## src/rtl/digit_serial_adder_pkg.sv

```systemverilog
// digit_serial_adder_pkg: shared FSM state type and index-width helper
package digit_serial_adder_pkg;

    typedef enum logic [1:0] {IDLE, RUN, DONE} state_t;

    // Digit index width: clog2(n), never narrower than one bit
    function automatic int idx_w(input int n);
        return (n > 1) ? $clog2(n) : 1;
    endfunction

endpackage

```

## src/rtl/digit_serial_adder_if.sv

```systemverilog
// digit_serial_adder_if: start/busy/done handshake and operand/result bus
//   start, sub, a, b, cin : request side (master drives)
//   busy, done, s, cout, ovf : response side (slave drives)
interface digit_serial_adder_if #(parameter int WIDTH = 16);

    logic             start;
    logic             sub;
    logic [WIDTH-1:0] a;
    logic [WIDTH-1:0] b;
    logic             cin;
    logic             busy;
    logic             done;
    logic [WIDTH-1:0] s;
    logic             cout;
    logic             ovf;

    modport master (output start, sub, a, b, cin, input busy, done, s, cout, ovf);
    modport slave  (input start, sub, a, b, cin, output busy, done, s, cout, ovf);

endinterface

```

## src/rtl/digit_serial_adder_digit_adder.sv

```systemverilog
// digit_adder: combinational DIGIT-bit ripple adder built from full adders
//   i_x, i_y : addend digits        i_ci    : carry in
//   o_sum    : digit sum            o_co    : carry out of the top bit
//   o_c_msb  : carry into the top bit
module digit_adder #(
    parameter int DIGIT = 4
) (
    input  logic [DIGIT-1:0] i_x,
    input  logic [DIGIT-1:0] i_y,
    input  logic             i_ci,
    output logic [DIGIT-1:0] o_sum,
    output logic             o_co,
    output logic             o_c_msb
);

    logic [DIGIT:0] w_c;

    assign w_c[0] = i_ci;

    for (genvar i = 0; i < DIGIT; i++) begin : g_fa
        assign o_sum[i]  = i_x[i] ^ i_y[i] ^ w_c[i];
        assign w_c[i+1]  = (i_x[i] & i_y[i]) | (w_c[i] & (i_x[i] ^ i_y[i]));
    end

    assign o_co    = w_c[DIGIT];
    assign o_c_msb = w_c[DIGIT-1];

endmodule

```

## src/rtl/digit_serial_adder.sv

```systemverilog
// digit_serial_adder: WIDTH-bit add/subtract, one DIGIT-bit slice per clock
//   clk, rst : clock and synchronous active-high reset
//   bus      : slave side of digit_serial_adder_if (start/sub/a/b/cin in,
//              busy/done/s/cout/ovf out)
module digit_serial_adder
    import digit_serial_adder_pkg::*;
#(
    parameter int WIDTH = 16,
    parameter int DIGIT = 4
) (
    input logic                 clk,
    input logic                 rst,
    digit_serial_adder_if.slave bus
);

    localparam int N  = WIDTH / DIGIT;
    localparam int IW = idx_w(N);

    if (DIGIT < 1 || DIGIT > WIDTH || WIDTH % DIGIT != 0) begin : g_bad_params
        $fatal(1, "digit_serial_adder: WIDTH must be a positive multiple of DIGIT");
    end

    state_t            r_state;
    state_t            w_next;
    logic [IW-1:0]     r_idx;
    logic [WIDTH-1:0]  r_a;
    logic [WIDTH-1:0]  r_b;
    logic [WIDTH-1:0]  r_s;
    logic              r_c;
    logic              r_cout;
    logic              r_ovf;
    logic              w_accept;
    logic              w_last;
    logic [DIGIT-1:0]  w_sum;
    logic              w_co;
    logic              w_c_msb;

    // Operands shift right each RUN cycle, so the live digit is always the LSB slice
    digit_adder #(.DIGIT(DIGIT)) u_digit_adder (
        .i_x     (r_a[DIGIT-1:0]),
        .i_y     (r_b[DIGIT-1:0]),
        .i_ci    (r_c),
        .o_sum   (w_sum),
        .o_co    (w_co),
        .o_c_msb (w_c_msb)
    );

    // DONE accepts a new start just like IDLE, giving back-to-back operation
    always_comb begin
        w_accept = (r_state != RUN) && bus.start;
        w_last   = r_idx == IW'(N - 1);
        w_next   = w_accept ? RUN : (r_state == RUN) ? (w_last ? DONE : RUN) : IDLE;
    end

    always_ff @(posedge clk) begin
        if (rst) begin
            r_state <= IDLE;
            r_idx   <= '0;
            r_a     <= '0;
            r_b     <= '0;
            r_c     <= 1'b0;
            r_s     <= '0;
            r_cout  <= 1'b0;
            r_ovf   <= 1'b0;
        end else begin
            r_state <= w_next;
            if (w_accept) begin
                // Subtraction as a + ~b + 1; cin then acts as a borrow
                r_a   <= bus.a;
                r_b   <= bus.b ^ {WIDTH{bus.sub}};
                r_c   <= bus.cin ^ bus.sub;
                r_idx <= '0;
            end else if (r_state == RUN) begin
                r_s[r_idx*DIGIT +: DIGIT] <= w_sum;
                r_a   <= r_a >> DIGIT;
                r_b   <= r_b >> DIGIT;
                r_c   <= w_co;
                r_idx <= w_last ? '0 : r_idx + IW'(1);
                if (w_last) begin
                    r_cout <= w_co;
                    r_ovf  <= w_c_msb ^ w_co;
                end
            end
        end
    end

    assign bus.busy = r_state == RUN;
    assign bus.done = r_state == DONE;
    assign bus.s    = r_s;
    assign bus.cout = r_cout;
    assign bus.ovf  = r_ovf;

endmodule

```

## src/flat_wrapper.sv

```systemverilog
// flat-port wrapper written by rule: the top's interface ports become plain ports
module digit_serial_adder_flat import digit_serial_adder_pkg::*;
#(
    parameter int WIDTH = 16,
    parameter int DIGIT = 4
)
  (clk, rst, bus_start, bus_sub, bus_a, bus_b, bus_cin, bus_busy, bus_done, bus_s, bus_cout, bus_ovf);
  digit_serial_adder_if #(.WIDTH(WIDTH)) bus_i ();
  input logic clk;
  input logic rst;
  input wire logic [$bits(bus_i.start)-1:0] bus_start;
  input wire logic [$bits(bus_i.sub)-1:0] bus_sub;
  input wire logic [$bits(bus_i.a)-1:0] bus_a;
  input wire logic [$bits(bus_i.b)-1:0] bus_b;
  input wire logic [$bits(bus_i.cin)-1:0] bus_cin;
  output wire logic [$bits(bus_i.busy)-1:0] bus_busy;
  output wire logic [$bits(bus_i.done)-1:0] bus_done;
  output wire logic [$bits(bus_i.s)-1:0] bus_s;
  output wire logic [$bits(bus_i.cout)-1:0] bus_cout;
  output wire logic [$bits(bus_i.ovf)-1:0] bus_ovf;
  assign bus_i.start = bus_start;
  assign bus_i.sub = bus_sub;
  assign bus_i.a = bus_a;
  assign bus_i.b = bus_b;
  assign bus_i.cin = bus_cin;
  assign bus_busy = bus_i.busy;
  assign bus_done = bus_i.done;
  assign bus_s = bus_i.s;
  assign bus_cout = bus_i.cout;
  assign bus_ovf = bus_i.ovf;
  digit_serial_adder #(.WIDTH(WIDTH), .DIGIT(DIGIT)) u_core (.clk(clk), .rst(rst), .bus(bus_i));
endmodule
```

## config.mk

```make
export PLATFORM = sky130hd
export DESIGN_NAME = digit_serial_adder_flat
export DESIGN_NICKNAME = d
export VERILOG_FILES = /design/src/rtl/digit_serial_adder_pkg.sv /design/src/rtl/digit_serial_adder_if.sv /design/src/rtl/digit_serial_adder_digit_adder.sv /design/src/rtl/digit_serial_adder.sv /design/src/flat_wrapper.sv
export SDC_FILE = /design/constraint.sdc
export NUM_CORES = 1
export LEC_CHECK = 0
export ABC_CLOCK_PERIOD_IN_PS = 2800
export CORE_ASPECT_RATIO = 1.75
export CORE_MARGIN = 5
export CORE_UTILIZATION = 30
export DETAILED_ROUTE_END_ITERATION = 7
export SYNTH_ARGS = -nofsm -noshare
export SYNTH_HDL_FRONTEND = slang
export SYNTH_SLANG_ARGS = --single-unit
```

## constraint.sdc

```tcl
create_clock -name clk -period 2.8 [get_ports clk]
set_clock_uncertainty 0.2 [all_clocks]
set_input_delay 0.28 -clock clk [delete_from_list [all_inputs] [get_ports clk]]
set_output_delay 0.28 -clock clk [all_outputs]
set_load 0.01 [all_outputs]
```

Yosys cells after proc, flatten, opt, wreduce, memory -nomap -nowiden:

Cells that the tools add are included.

* register bits: 55
* latch bits: 0
* RAM bits: 0
* bits in read-only memories: 0
* word-level logic and storage cells: 59
* memories kept: 0

* add/subtract/negate cells: 2
* multipliers: 0
* div/mod/pow operators: 0
* $lt $le $gt $ge: 0
* equality and inequality tests: 4
* shift-type cells: 2
* muxes and demuxes: 11
* bitwise operators: 25
* reduce and logical (&&, ||, !) cells: 6

Operator list (count)
* $mux 16: 4
* $neg 4->34: 1
* $shift 4x34->16 const A: 1
* $shiftx 4x34->16: 1
* $bwmux 16: 1
* $xor 16x16->16: 1
* $xor 1x1->1: 10
* $and 1x1->1: 8
* $eq 2x2->1 const B: 2
* $mux 1: 4
* $mux 2: 2
* $or 1x1->1: 4
* $reduce_and 3->1: 1
* $reduce_or 3->1: 1
* $add 2x1->2 const B: 1
* $eq 2x1->1 const B: 1
* $ne 2x1->1 const B: 1
* $not 1->1: 2
* $reduce_and 2->1: 1
* $reduce_bool 2->1: 1
* $reduce_or 2->1: 1
* $logic_and 1x1->1: 1

Longest topological paths before layout:

* depth after elaboration: 11
* mapped depth: 11
* depth with buffers taken out: 11

Modules after synthesis:

A second synthesis with hierarchy kept.

* cells, all modules: 292
* area, all modules: 2636.3 um^2

Modules (own cells, without submodules)
* digit_serial_adder: instances 1, cells an instance 280, area an instance 2526.2 um^2, seq. area each 1101.1 um^2
* digit_adder: instances 1, cells an instance 12, area an instance 110.1 um^2, seq. area each 0.0 um^2

Least setup slack after synthesis:

Ideal clock, no wire load.

* path type: register to register
* start: register u_core.r_c
* end: register u_core.r_s[11], in the netlist u_core.bus.s[11]
* data arrival time: 2.065 ns
* setup slack: 0.405 ns
* cell stages (with the launch flop): 11
* buffers on the path: 0
* clock period less this slack: 2.395 ns
* path through: dfxtp_1 inv_1 fa_1 inv_1 fa_1 inv_1 fa_1 inv_1 fa_1 nand2b_1 o32ai_1

* cells in the longest elaborated chain, start to end: 9

Ends and longest elaborated chain
* from (decl): RTL line digit_serial_adder.sv:29 `logic r_c;`
* from (signal assigned): RTL line digit_serial_adder.sv:71 `r_c <= bus.cin ^ bus.sub;`
* from (signal assigned): RTL line digit_serial_adder.sv:77 `r_c <= w_co;`
* $and 1x1->1: RTL line digit_serial_adder_digit_adder.sv:22 `assign w_c[i+1] = (i_x[i] & i_y[i]) | (w_c[i] & (i_x[i] ^ i_y[i]));`
* $or 1x1->1: RTL line digit_serial_adder_digit_adder.sv:22
* $and 1x1->1: RTL line digit_serial_adder_digit_adder.sv:22
* $or 1x1->1: RTL line digit_serial_adder_digit_adder.sv:22
* $and 1x1->1: RTL line digit_serial_adder_digit_adder.sv:22
* $or 1x1->1: RTL line digit_serial_adder_digit_adder.sv:22
* $xor 1x1->1: RTL line digit_serial_adder_digit_adder.sv:21 `assign o_sum[i] = i_x[i] ^ i_y[i] ^ w_c[i];`
* $shiftx 4x34->16 (*): RTL line digit_serial_adder.sv:74 `r_s[r_idx*DIGIT +: DIGIT] <= w_sum;`
* $bwmux 16 (*): RTL line digit_serial_adder.sv:74
* to (signal, indexed assignment): RTL line digit_serial_adder.sv:74
* to (decl): RTL line digit_serial_adder.sv:28 `logic [WIDTH-1:0] r_s;`

Mark *: on every way between the ends. The rest lies on a longest branch, timed or not.
A chain may end at the register's enable or synchronous reset.

Worst setup path after layout:

* start: register u_core.r_c
* end: register u_core.r_s[3], in the netlist u_core.bus.s[3]

Same word-level chain as after synthesis.

==> metrics.txt <==
CTS sink count 55; clock share of power 0.348; Starting Density 0.3024; maxcap violations 0; Fin Setup TNS 0 ns; Crit-path slowest cell fa_1; crit path DAT 2.48 ns; Top Family by Delay on Critical Path adder cells; Yosys reg bits 55; Max Slew Vio Count 0; I/O pins 57; Hold Path Class reg2reg; max_slew headroom 0.5904; status completed; most common cell in the netlist dfxtp_1; cts repair resizes 0; Worst Setup SP u_core.r_c; htree depth 2; Setup crit start kind flop; post-route minimum period 2.530 ns; Synth top cells by count dfxtp_1, nor2_1, inv_1, xnor2_1; die area 10720 um^2; FMAX 395.2 MHz; Post-synth EDFFs 0; Reg clk slew, reported paths 0.07 ns; Switching Share 0.2474; Final setup viols 0; CTS Buffer Depth 2; max incr delay on CP 0.40 ns; mapped cell area 2605 um^2; final net count 379; switching power 0.4370 mW; Antenna Cells 0; Tcrit/Tclk final 0.9037; Hold Violations, Final 0; Area after DPL 3244 um^2; global-route wire length before repair 9.818 mm; sequential fraction of the synthesis area 0.4227; DRC 0; share of post-route cells with drive strength above 1 0.05422; Cell Int Power 1.330 mW; All-Layer GR Usage 0.1159; initial drt markers 88; area occupied by multi-input gates 1299 um^2; PwrDens 521.4 nW/um^2; critical path depth 10; Final ANT Viol Nets 0; predominant post-synthesis flop cell dfxtp_1; cell row count 45; Async SR Flop Fraction 0; top post-synthesis cells by area dfxtp_1, mux2i_1, xnor2_1; Post-CTS Setup Bufs 0; area grow syn2layout 30.07%; M1 WL 2.323 mm; worst r2r dst u_core.bus.s[3]; R2R depth 10; Cells after Synth 285; Reg power frac 0.486; cell chain of the critical path inv_1 > fa_1 > inv_1 > fa_1 > inv_1 > fa_1 > inv_1 > fa_1 > nand2b_1 > o32ai_1; FF-to-FF Start u_core.r_c; CTS tree yes; CP Data Required Time 2.75 ns; Peak VDD IR 340.2 uV; Met3 Wirelength 249 um; worst skew pair latency 0.29 ns; worst slew pin tran 0.6144 ns; WL per Instance 12.70 um; router iterations before antenna repair 4; Final Instance Area 3388 um^2; Clock Tree Root clkbuf_16; RSZ-0062 raised after global routing false; Crit Path Class reg2reg; distinct cell type count after synthesis 32; metal2 WL 3.030 mm; die width 80.44 um; largest net degree at the start of global routing 37; vias in the first global route 2093; syn avg cell area 9.140 um^2; CP bufs+invs 4; crit path to u_core.bus.s[3]; Die H 133.3 um; IO Port Bufs 56; Synth area leader dfxtp_1; Filler Cell Count 879; hold depth 2; FF+latch area 1101 um^2; Congestion Overflow GR 0; CTS Buf Count 5; Syn Nets 332; vias 2029; initial antenna violation count 0; critical path peak fanout 4; post-synth top area share 0.4227; logic gate share of total power 0.166; via/cell ratio 4.519; top sig layer met4; HPWL Detailed 4.217 mm; final WL 5.703 mm; GPL Wtd Cong 0.7321; Hold Buf Count CTS 0; CP endpoint kind flop; Core Box Area 8615 um^2; P_leak 1.283 nW; Yosys warnings 0; reg2reg setup slack 0.27 ns
[kinds of logic after synthesis]
kind of cell,after synthesis,share of synthesized area
AO/OA/AOI/OAI,62,0.1768
XOR/XNOR,18,0.06052
adder cells (fa/ha/maj),10,0.05956
buffers and inverters,48,0.07877
flip-flops,55,0.4227
multiplexers,17,0.06532
AND/OR/NAND/NOR,75,0.1364
[state kept, by name, indices dropped and copies added (netlist names)]
signal / count
u_core.r_idx: 2
u_core.r_a: 16
u_core.r_c: 1
u_core.r_state: 2
u_core.bus.ovf: 1
u_core.r_b: 16
u_core.bus.cout: 1
u_core.bus.s: 16
[how the worst min path moves through the flow]
stage	start	endpoint
2_1_floorplan	bus_a[12]	u_core.r_a[12]
3_3_place_gp	u_core.r_b[13]	u_core.r_b[9]
3_5_place_dp	u_core.r_b[12]	u_core.r_b[8]
4_1_cts	u_core.r_b[13]	u_core.r_b[9]
5_1_grt	u_core.r_b[13]	u_core.r_b[9]
6_report	u_core.r_b[13]	u_core.r_b[9]
[worst register-to-register path: cells and delay by family, from the launching register on]
kind	cells	cell delay, ns
flops	1	0.33
buf+inv	4	0.26
simple gates	1	0.16
compound gates	1	0.10
fa+ha+maj	4	1.34
[layout make-up]
cell class,count,share of cell area
Inverter,28,0.03102
Multi-Input combinational cell,182,0.3833
Clock inverter,1,0.001477
Tap cell,117,0.04321
Timing Repair Buffer,60,0.1750
Sequential cell,55,0.3250
Clock buffer,6,0.04099
[stage by stage]
step           setup WS (ns)  power (mW)  utilization  std cells  hold slack, ns
2_1_floorplan         0.4047       1.070            -        285          0.2272
3_3_place_gp          0.3037       1.168       0.3766        442          0.2407
3_5_place_dp          0.2645       1.175       0.3766        442          0.2460
4_1_cts               0.2478       1.796       0.3933        449          0.2555
5_1_grt               0.1177       1.864       0.3933        449          0.2630
6_report              0.2697       1.767       0.3933        449          0.2534
[cell usage in the layout (no fill, tap or decap), types with 3 or more instances in the layout]
| cell | synthesis | final |
|---|---|---|
| buf_4 | 1 | 3 |
| nand2b_1 | 3 | 3 |
| nor2_1 | 36 | 36 |
| fa_1 | 4 | 4 |
| nand2_1 | 17 | 17 |
| a211oi_1 | 16 | 16 |
| clkbuf_16 | 0 | 5 |
| xnor2_1 | 18 | 18 |
| a21oi_1 | 16 | 16 |
| mux2i_1 | 17 | 17 |
| clkdlybuf4s50_1 | 0 | 54 |
| dfxtp_1 | 55 | 55 |
| o32ai_1 | 16 | 16 |
| ha_1 | 6 | 6 |
| a211o_1 | 13 | 13 |
| inv_1 | 27 | 27 |
| and2_1 | 4 | 4 |
[power by group through the flow]
stage               sequential (mW)  combinational, mW  clock [mW]
detailed placement            0.877              0.298           0
CTS                           0.859              0.299       0.637
global route                  0.866              0.333       0.665
global placement              0.875              0.293           0
floorplan                     0.871              0.198           0
finish                        0.859              0.294       0.614
[routing by layer]
| layer | up-vias | global-route usage |
|---|---|---|
| li1 | 1067 | - |
| met1 | 916 | 0.1301 |
| met2 | 39 | 0.2103 |
| met3 | 7 | 0.02300 |
| met4 | 0 | 0.04229 |
| met5 | - | 0 |
(Power assumes the default switching activity.)
